## config.mk

```make
export PLATFORM = sky130hd
export DESIGN_NAME = gemm_result_collector
export DESIGN_NICKNAME = d
export VERILOG_FILES = /design/src/rtl/gemm_pkg.sv /design/src/rtl/gemm_tile_buf.sv /design/src/rtl/gemm_result_collector.sv
export SDC_FILE = /design/constraint.sdc
export NUM_CORES = 1
export LEC_CHECK = 0
export ABC_AREA = 0
export CAP_MARGIN = 20
export CORE_ASPECT_RATIO = 0.5
export CORE_MARGIN = 8
export CORE_UTILIZATION = 45
export DETAILED_ROUTE_END_ITERATION = 8
export HOLD_SLACK_MARGIN = 0.02
export PLACE_DENSITY = 0.7
export SYNTH_ARGS = -nofsm -noshare
export SYNTH_HDL_FRONTEND = slang
export SYNTH_HIERARCHICAL = 1
export SYNTH_SLANG_ARGS = --single-unit
```

## constraint.sdc

```tcl
create_clock -name clk -period 3.5 [get_ports clk]
set_input_delay 0.35 -clock clk [delete_from_list [all_inputs] [get_ports clk]]
set_output_delay 0.35 -clock clk [all_outputs]
set_load 0.02 [all_outputs]
```

## src/rtl/gemm_pkg.sv

```systemverilog
`default_nettype none
// ============================================================================
//  Module      : gemm_pkg
//  Description : Shared configuration and row type for the DA GEMM datapath,
//                its operand sequencer and the result collector.
//  Revision    : 1.0 - initial release
// ============================================================================
package gemm_pkg;

    localparam int DATA_WIDTH_A      = 8;   // operand width = bit-serial cycles per row
    localparam int DATA_WIDTH_output = 8;   // width of each result element
    localparam int M                 = 2;   // rows per tile
    localparam int N                 = 4;   // columns per row

    localparam int BIT_CNT_W = $clog2(DATA_WIDTH_A);
    localparam int ROW_CNT_W = (M > 1) ? $clog2(M) : 1;

    typedef logic signed [DATA_WIDTH_output-1:0] elem_t;
    typedef elem_t row_t [N];

endpackage
`default_nettype wire

```

## src/rtl/gemm_tile_buf.sv

```systemverilog
`default_nettype none
// ============================================================================
//  Module      : gemm_tile_buf
//  Description : Two-bank x M-row ping-pong tile store, one synchronous write
//                port and one combinational read port. Contents are not reset.
//  Revision    : 1.0 - initial release
// ============================================================================
module gemm_tile_buf
    import gemm_pkg::*;
(
    input  logic                 clk,
    input  logic                 we,
    input  logic                 wr_bank,
    input  logic [ROW_CNT_W-1:0] wr_row,
    input  row_t                 wr_data,
    input  logic                 rd_bank,
    input  logic [ROW_CNT_W-1:0] rd_row,
    output row_t                 rd_data
);

    row_t r_mem [2][M];

    always_ff @(posedge clk) begin
        if (we) begin
            r_mem[wr_bank][wr_row] <= wr_data;
        end
    end

    assign rd_data = r_mem[rd_bank][rd_row];

endmodule
`default_nettype wire

```

## src/rtl/gemm_result_collector.sv

```systemverilog
`default_nettype none
// ============================================================================
//  Module      : gemm_result_collector
//  Description : Samples GEMM row results once per completed row, assembles
//                M x N tiles in a ping-pong buffer and drains them with
//                valid/ready. Optional macro GEMM_COLLECT_RELU_EN clamps
//                negative elements to zero at capture.
//  Revision    : 1.0 - initial release
// ============================================================================
module gemm_result_collector
    import gemm_pkg::*;
(
    input  logic clk,
    input  logic rst,
    input  logic gen_done,
    input  row_t final_out,
    output logic stall,
    output logic out_valid,
    input  logic out_ready,
    output row_t out_data,
    output logic out_last,
    output logic overflow_err
);

    localparam logic [BIT_CNT_W-1:0] C_BIT_LAST = BIT_CNT_W'(DATA_WIDTH_A - 1);
    localparam logic [ROW_CNT_W-1:0] C_ROW_LAST = ROW_CNT_W'(M - 1);

    logic [BIT_CNT_W-1:0] r_bit_cnt;
    logic [ROW_CNT_W-1:0] r_row_cnt;
    logic [ROW_CNT_W-1:0] r_cap_row;
    logic [ROW_CNT_W-1:0] r_rd_row;
    logic                 r_primed;
    logic                 r_wr_bank;
    logic                 r_rd_bank;
    logic [1:0]           r_full;
    logic                 r_stall;
    logic                 r_overflow;

    logic       w_capture;
    logic       w_write;
    logic       w_fill_done;
    logic       w_accept;
    logic       w_drain_done;
    logic       w_wr_bank_nxt;
    logic [1:0] w_full_nxt;
    row_t       w_wr_data;
    row_t       w_rd_data;

    // The GEMM's row result is valid on the first bit cycle of the next row.
    assign w_capture    = gen_done && (r_bit_cnt == '0) && r_primed;
    assign w_write      = w_capture && !r_full[r_wr_bank];
    assign w_fill_done  = w_write && (r_cap_row == C_ROW_LAST);

    assign out_valid    = r_full[r_rd_bank];
    assign out_last     = out_valid && (r_rd_row == C_ROW_LAST);
    assign w_accept     = out_valid && out_ready;
    assign w_drain_done = w_accept && out_last;

    assign w_wr_bank_nxt = r_wr_bank ^ w_fill_done;
    assign stall         = r_stall;
    assign overflow_err  = r_overflow;

    // Fill and drain always target different banks, so both may land together.
    always_comb begin
        w_full_nxt = r_full;
        if (w_drain_done) begin
            w_full_nxt[r_rd_bank] = 1'b0;
        end
        if (w_fill_done) begin
            w_full_nxt[r_wr_bank] = 1'b1;
        end
    end

    always_comb begin
        for (int i = 0; i < N; i++) begin
`ifdef GEMM_COLLECT_RELU_EN
            w_wr_data[i] = final_out[i][DATA_WIDTH_output-1] ? '0 : final_out[i];
`else
            w_wr_data[i] = final_out[i];
`endif
            out_data[i] = out_valid ? w_rd_data[i] : '0;
        end
    end

    always_ff @(posedge clk) begin
        if (rst) begin
            r_bit_cnt  <= '0;
            r_row_cnt  <= '0;
            r_cap_row  <= '0;
            r_primed   <= 1'b0;
            r_wr_bank  <= 1'b0;
            r_rd_bank  <= 1'b0;
            r_rd_row   <= '0;
            r_full     <= '0;
            r_stall    <= 1'b0;
            r_overflow <= 1'b0;
        end else begin
            if (gen_done) begin
                if (r_bit_cnt == C_BIT_LAST) begin
                    r_bit_cnt <= '0;
                    r_primed  <= 1'b1;
                    r_cap_row <= r_row_cnt;
                    r_row_cnt <= (r_row_cnt == C_ROW_LAST) ? '0 : r_row_cnt + ROW_CNT_W'(1);
                end else begin
                    r_bit_cnt <= r_bit_cnt + BIT_CNT_W'(1);
                end
            end
            if (w_capture && r_full[r_wr_bank]) begin
                r_overflow <= 1'b1;
            end
            if (w_accept) begin
                r_rd_row <= out_last ? '0 : r_rd_row + ROW_CNT_W'(1);
            end
            if (w_drain_done) begin
                r_rd_bank <= ~r_rd_bank;
            end
            r_full    <= w_full_nxt;
            r_wr_bank <= w_wr_bank_nxt;
            // Write bank still full after the update means both banks are full.
            r_stall   <= w_full_nxt[w_wr_bank_nxt];
        end
    end

    gemm_tile_buf u_tile_buf (
        .clk     (clk),
        .we      (w_write),
        .wr_bank (r_wr_bank),
        .wr_row  (r_cap_row),
        .wr_data (w_wr_data),
        .rd_bank (r_rd_bank),
        .rd_row  (r_rd_row),
        .rd_data (w_rd_data)
    );

endmodule
`default_nettype wire

```

==> run metrics, run 1 <==
main combinational cell family by area after synthesis multiplexers; final setup violation count 0; Synth Area in Compound Gates 0.0137; kind of critical path flip-flop to primary output; RSZ-0062 raised after global routing false; Top FF cell, synth edfxtp_1; LEAKAGE 2.23 nW; total CTS buffers 17; status finished, final reports clean; clock sinks 141; Place WS 0.782 ns; Yosys top cell area share 0.699; Initial Util 0.463; drt first pass iters 4; PostCTS Resize Cnt 0; xor/xnor share of the synthesized area 0.00319; sequential cell area 4110 µm²; Overflow after GRT 0; Async SR Flop Fraction 0; I/O Pins 72; Fin Clk Skew 0.00531 ns; Synth area leaders edfxtp_1, mux4_2, dfxtp_1; Synth Instances 275; Max clock buf depth 2; Yosys reg bits 141; peak supply drop 0.315 mV; Startpoint Class flip-flop; total number of vias 2700; Slew HR 0.404; Max H-tree Level 4; Clock transition at path regs 0.06 ns; CP endpoint kind primary output; ANT nets after route 0; GP Congestion 0.664; Least-Margin Pin Slew 0.894 ns; EDFF count, synth 128; Rows 28; Mean Syn Cell Area 20.0 µm²; max cap viols 0; Distinct cells, synth 32; insertion delay to the later sink of the worst-skew pair 0.41 ns; first-pass GRT wire length 15700 µm; largest net degree at the start of global routing 37; ant diodes 0; register area share after synthesis 0.746; area of the multi-input gates 1280 µm²; Yosys Warn Count 6; All-Layer GR Usage 0.129; mux contribution to synthesized area 0.138; total design power 3.62 mW; Post-CTS Setup Bufs 0; final setup TNS 0 ns; DRC 0; worst-path fanout max 26; CTS tree yes; vias in the first global route 2930; Core Region 11900 µm²; DP HPWL 6240 µm; Final nets 394; min Tclk post-route 2.85 ns; Max Clk Rate 351 MHz; adder-cell share of the synthesized area 0.00683; IO Port Bufs 71; initial antenna violation count 0; filler instances 879; critical path arrival 2.50 ns; per-cell routed wire length 18.6 µm; Pwr Density 523 nW/µm²; Die Ht 94.2 µm; Fin Hold WS 0.472 ns; Iteration-0 DRC Markers 106; synthesized area 5500 µm²; post-synthesis simple-gate area fraction 0.0692; Slew Limit Fails 0; syn nets 314; Root Driver clkbuf_16; Die ar. 16200 µm²; Final WS setup 0.652 ns; Hold Violations, Final 0; drt total wl 9910 µm; Hold Path Class flip-flop to flip-flop; required time of the critical path 3.15 ns; hold buffer count at CTS 0; Via-to-Cell Ratio 5.07; Final Cycle Share 0.814; synthesis-to-layout area growth 25.9%; die width 172 µm; Synth area leader edfxtp_1; share of layout cells above drive strength 1 0.196
-- logic make-up after synthesis --
kind of cell    Yosys count
fa+ha+maj                 3
xor+xnor                  2
buf+inv                  15
simple gates             66
compound gates           13
flops                   141
mux                      35
-- cells in the mapped netlist, types with 3 or more instances --
master and n:
buf_12 3, edfxtp_1 128, nor2_1 11, o21ai_0 3, nand2_1 7, clkbuf_1 4, buf_2 3, a21oi_1 7
dfxtp_1 13, and2_1 33, inv_1 3, ha_1 3, mux4_2 30
-- state kept, by name, indices dropped and copies added, names as in the netlist --
name,count
overflow_err,1
r_bit_cnt,3
r_cap_row,1
r_full,2
r_primed,1
r_rd_bank,1
r_rd_row,1
r_row_cnt,1
r_wr_bank,1
stall,1
u_tile_buf/r_mem,128
-- worst max-delay path: stages, from the launching register on --
cell and delay [ns]:
dfxtp_2 0.55, buf_12 0.29, mux4_1 0.58, and2_1 0.15, clkdlybuf4s50_1 0.53
-- cells in the final DEF (no fill, tap or decap), types with 2 or more instances in the layout --
cell / instances
edfxtp_1: 128
nand2_1: 7
and2_1: 33
clkinv_4: 3
mux4_1: 2
inv_8: 2
clkdlybuf4s50_1: 71
nand2b_1: 2
dfxtp_1: 11
and3b_2: 2
xor2_1: 2
inv_1: 3
nand3_1: 2
mux2i_1: 2
o21ai_0: 3
ha_1: 3
clkbuf_16: 17
dfxtp_2: 2
nor2_1: 11
mux4_2: 30
inv_6: 7
a21oi_1: 7
-- metrics by stage --
| step | utilization | cells | area (µm²) |
|---|---|---|---|
| 2_1_floorplan | - | 275 | 5500 |
| 6_report | 0.583 | 533 | 6920 |
| 3_5_place_dp | 0.534 | 501 | 6350 |
| 5_1_grt | 0.583 | 533 | 6920 |
| 4_1_cts | 0.583 | 533 | 6920 |
| 3_3_place_gp | 0.534 | 501 | 6350 |
-- worst paths after layout --
check                           slack, ns                endpoint  cells after the start          from
worst max-delay path                 0.65            out_data[31]                      4     r_rd_bank
worst min-delay path                 0.47                r_primed                      2      r_primed
worst min register to register       0.47                r_primed                      2      r_primed
worst max register to register       1.31  u_tile_buf/r_mem[1][4]                      5  r_bit_cnt[0]
-- power breakdown --
part	total, mW	internal (mW)	switching (mW)
logic	0.0670	0.0390	0.0280
clock network	1.72	1.01	0.710
registers	1.84	1.84	0.00200
-- area by class of cell --
cell class              instances  share of cell area
clock buffers                  18              0.0620
clock inverters                14              0.0213
inverters                       3             0.00163
multi-input cells             119               0.186
flip-flops and latches        141               0.593
well taps                     165              0.0298
repair buffers                 73               0.107
-- layer usage --
layer  track usage  vias up  routed length (µm)
met1         0.150     1375                4190
met3        0.0411        6                 483
met2         0.226       61                5170
met5             0        -                   0
met4        0.0428        0                  62
li1              -     1258                   -
Note: power is estimated with default switching activity, not from simulation.
==> run 2: changes to the inputs <==
==> constraint.sdc (replaced) <==
create_clock -name clk -period 2.6 [get_ports clk]
set_input_delay 0.26 -clock clk [delete_from_list [all_inputs] [get_ports clk]]
set_output_delay 0.26 -clock clk [all_outputs]
set_load 0.02 [all_outputs]
==> run 2 against run 1 <==
Sequential power rose by 34%. Register-to-register slack got worse by 0.56 ns. First-iteration DRC count rose by 52%. Global-route usage rose by 0.54 points. Largest power group unchanged. Clock-buffer cell count fell by 1. Sequential share of layout area fell by 1.2 points. Worst hold slack improved by 0.017 ns. Clock power rose by 30%. Largest cell class unchanged. Critical endpoint unchanged. Clock skew barely moved.
==> run metrics, run 2 (synthesis gave the netlist of run 1 again) <==
drt first pass iters 4; Die ar. 16200 µm²; required time of the critical path 2.34 ns; Fin Clk Skew 0.00510 ns; Least-Margin Pin Slew 0.431 ns; DRC 0; insertion delay to the later sink of the worst-skew pair 0.40 ns; largest net degree at the start of global routing 36; RSZ-0062 raised after global routing false; vias in the first global route 3056; sequential cell area 4110 µm²; commonest non-fill, non-tap cell in the layout edfxtp_1; Die Ht 94.2 µm; CP endpoint kind primary output; min Tclk post-route 2.52 ns; Core Region 11900 µm²; slowest cell on the critical path mux4_1; commonest non-fill, non-tap cells in the layout edfxtp_1, clkdlybuf4s50_1, and2_1, mux4_2, clkbuf_16; Crit path buffers/inverters 2; Max Clk Rate 398 MHz; Hold Violations, Final 0; hold buffer count at CTS 0; Final nets 404; DP HPWL 6660 µm; ANT nets after route 0; ant diodes 0; Crit path max-delay family buffers and inverters; GP Congestion 0.772; Overflow after GRT 0; Max H-tree Level 4; LEAKAGE 2.29 nW; kind of critical path flip-flop to primary output; final setup violation count 0; Post-CTS Setup Bufs 0; drt total wl 10500 µm; Slew Limit Fails 0; Max clock buf depth 2; filler instances 830; All-Layer GR Usage 0.135; final setup TNS 0 ns; Startpoint Class flip-flop; critical path cell sequence buf_12 -> mux4_1 -> and2_1 -> clkdlybuf4s50_1; Clock transition at path regs 0.05 ns; area of the multi-input gates 1290 µm²; Pwr Density 680 nW/µm²; share of layout cells above drive strength 1 0.212; per-cell routed wire length 19.3 µm; Iteration-0 DRC Markers 161; total number of vias 2766; Final Cycle Share 0.968; Initial Util 0.463; max reg flops 128; status finished, final reports clean; clock sinks 141; CTS tree yes; placed cells 510; initial antenna violation count 0; Final Util 0.595; I/O Pins 72; critical path arrival 2.26 ns; Hold Path Class input port to flip-flop; total CTS buffers 17; Root Driver clkbuf_16; largest register by flop count u_tile_buf/r_mem; peak supply drop 0.463 mV; Rows 28; CP max stage delay 0.57 ns; first-pass GRT wire length 16300 µm; synthesis-to-layout area growth 28.5%; Largest regs u_tile_buf/r_mem: 128 flops, r_bit_cnt: 3 flops, r_full: 2 flops; Slew HR 0.712; worst-path fanout max 13; die width 172 µm; Via-to-Cell Ratio 5.10; IO Port Bufs 71; max cap viols 0; Non-Filler Instances 542
run 2: cell types whose count changed in the layout (fill, tap and decap cells not counted), moves of 2 or more:
cell,previous run,this run
clkinv_1,0,2
inv_6,7,0
clkinvlp_4,1,3
buf_4,1,4
buf_12,1,6
inv_8,2,0
clkinv_2,0,6
clkinv_4,3,1
run 2: through the flow:
step | power (mW) | area (µm²) | hold slack, ns | worst slack (ns)
after floorplan | 2.54 | 5510 | 0.338 | 0.356
after global placement | 2.60 | 6480 | 0.462 | 0.386
after detailed placement | 2.61 | 6480 | 0.472 | 0.327
after CTS | 4.85 | 7040 | 0.472 | 0.00585
after global routing | 4.96 | 7070 | 0.476 | 0.0113
final | 4.80 | 7070 | 0.490 | 0.0843
run 2: final timing paths:
kind,to,cells past startpoint,slack [ns],start
worst max-delay path,out_data[31],4,0.08,r_rd_bank
worst min-delay path,u_tile_buf/r_mem[1][8],1,0.49,final_out[8]
worst max register to register,u_tile_buf/r_mem[0][40],6,0.75,r_bit_cnt[0]
worst min register to register,r_bit_cnt[1],2,0.49,r_bit_cnt[1]
run 2: layout make-up:
class | count | area share
clock buffer | 17 | 0.0602
tap | 165 | 0.0292
multi-input combinational | 119 | 0.182
sequential | 141 | 0.581
inverter | 3 | 0.00159
clock inverter | 14 | 0.0182
timing repair buffer | 83 | 0.127
run 2: timing repair:
action / CTS / global route
gates resized for setup: 1 / 2
endpoints found under the setup margin: 32 / 8
cloned: 0 / 1
run 2: report_power, final:
part	total (mW)	internal (mW)	switching, mW
Sequential	2.47	2.47	0.00241
Combinational	0.0903	0.0527	0.0376
Clock	2.24	1.39	0.854
run 2: metal layers:
metal	vias to the layer above	global-route usage	routed length, µm
met4	0	0.0449	129
met1	1425	0.149	4150
li1	1274	-	-
met2	55	0.238	5740
met5	-	0	0
met3	12	0.0512	456
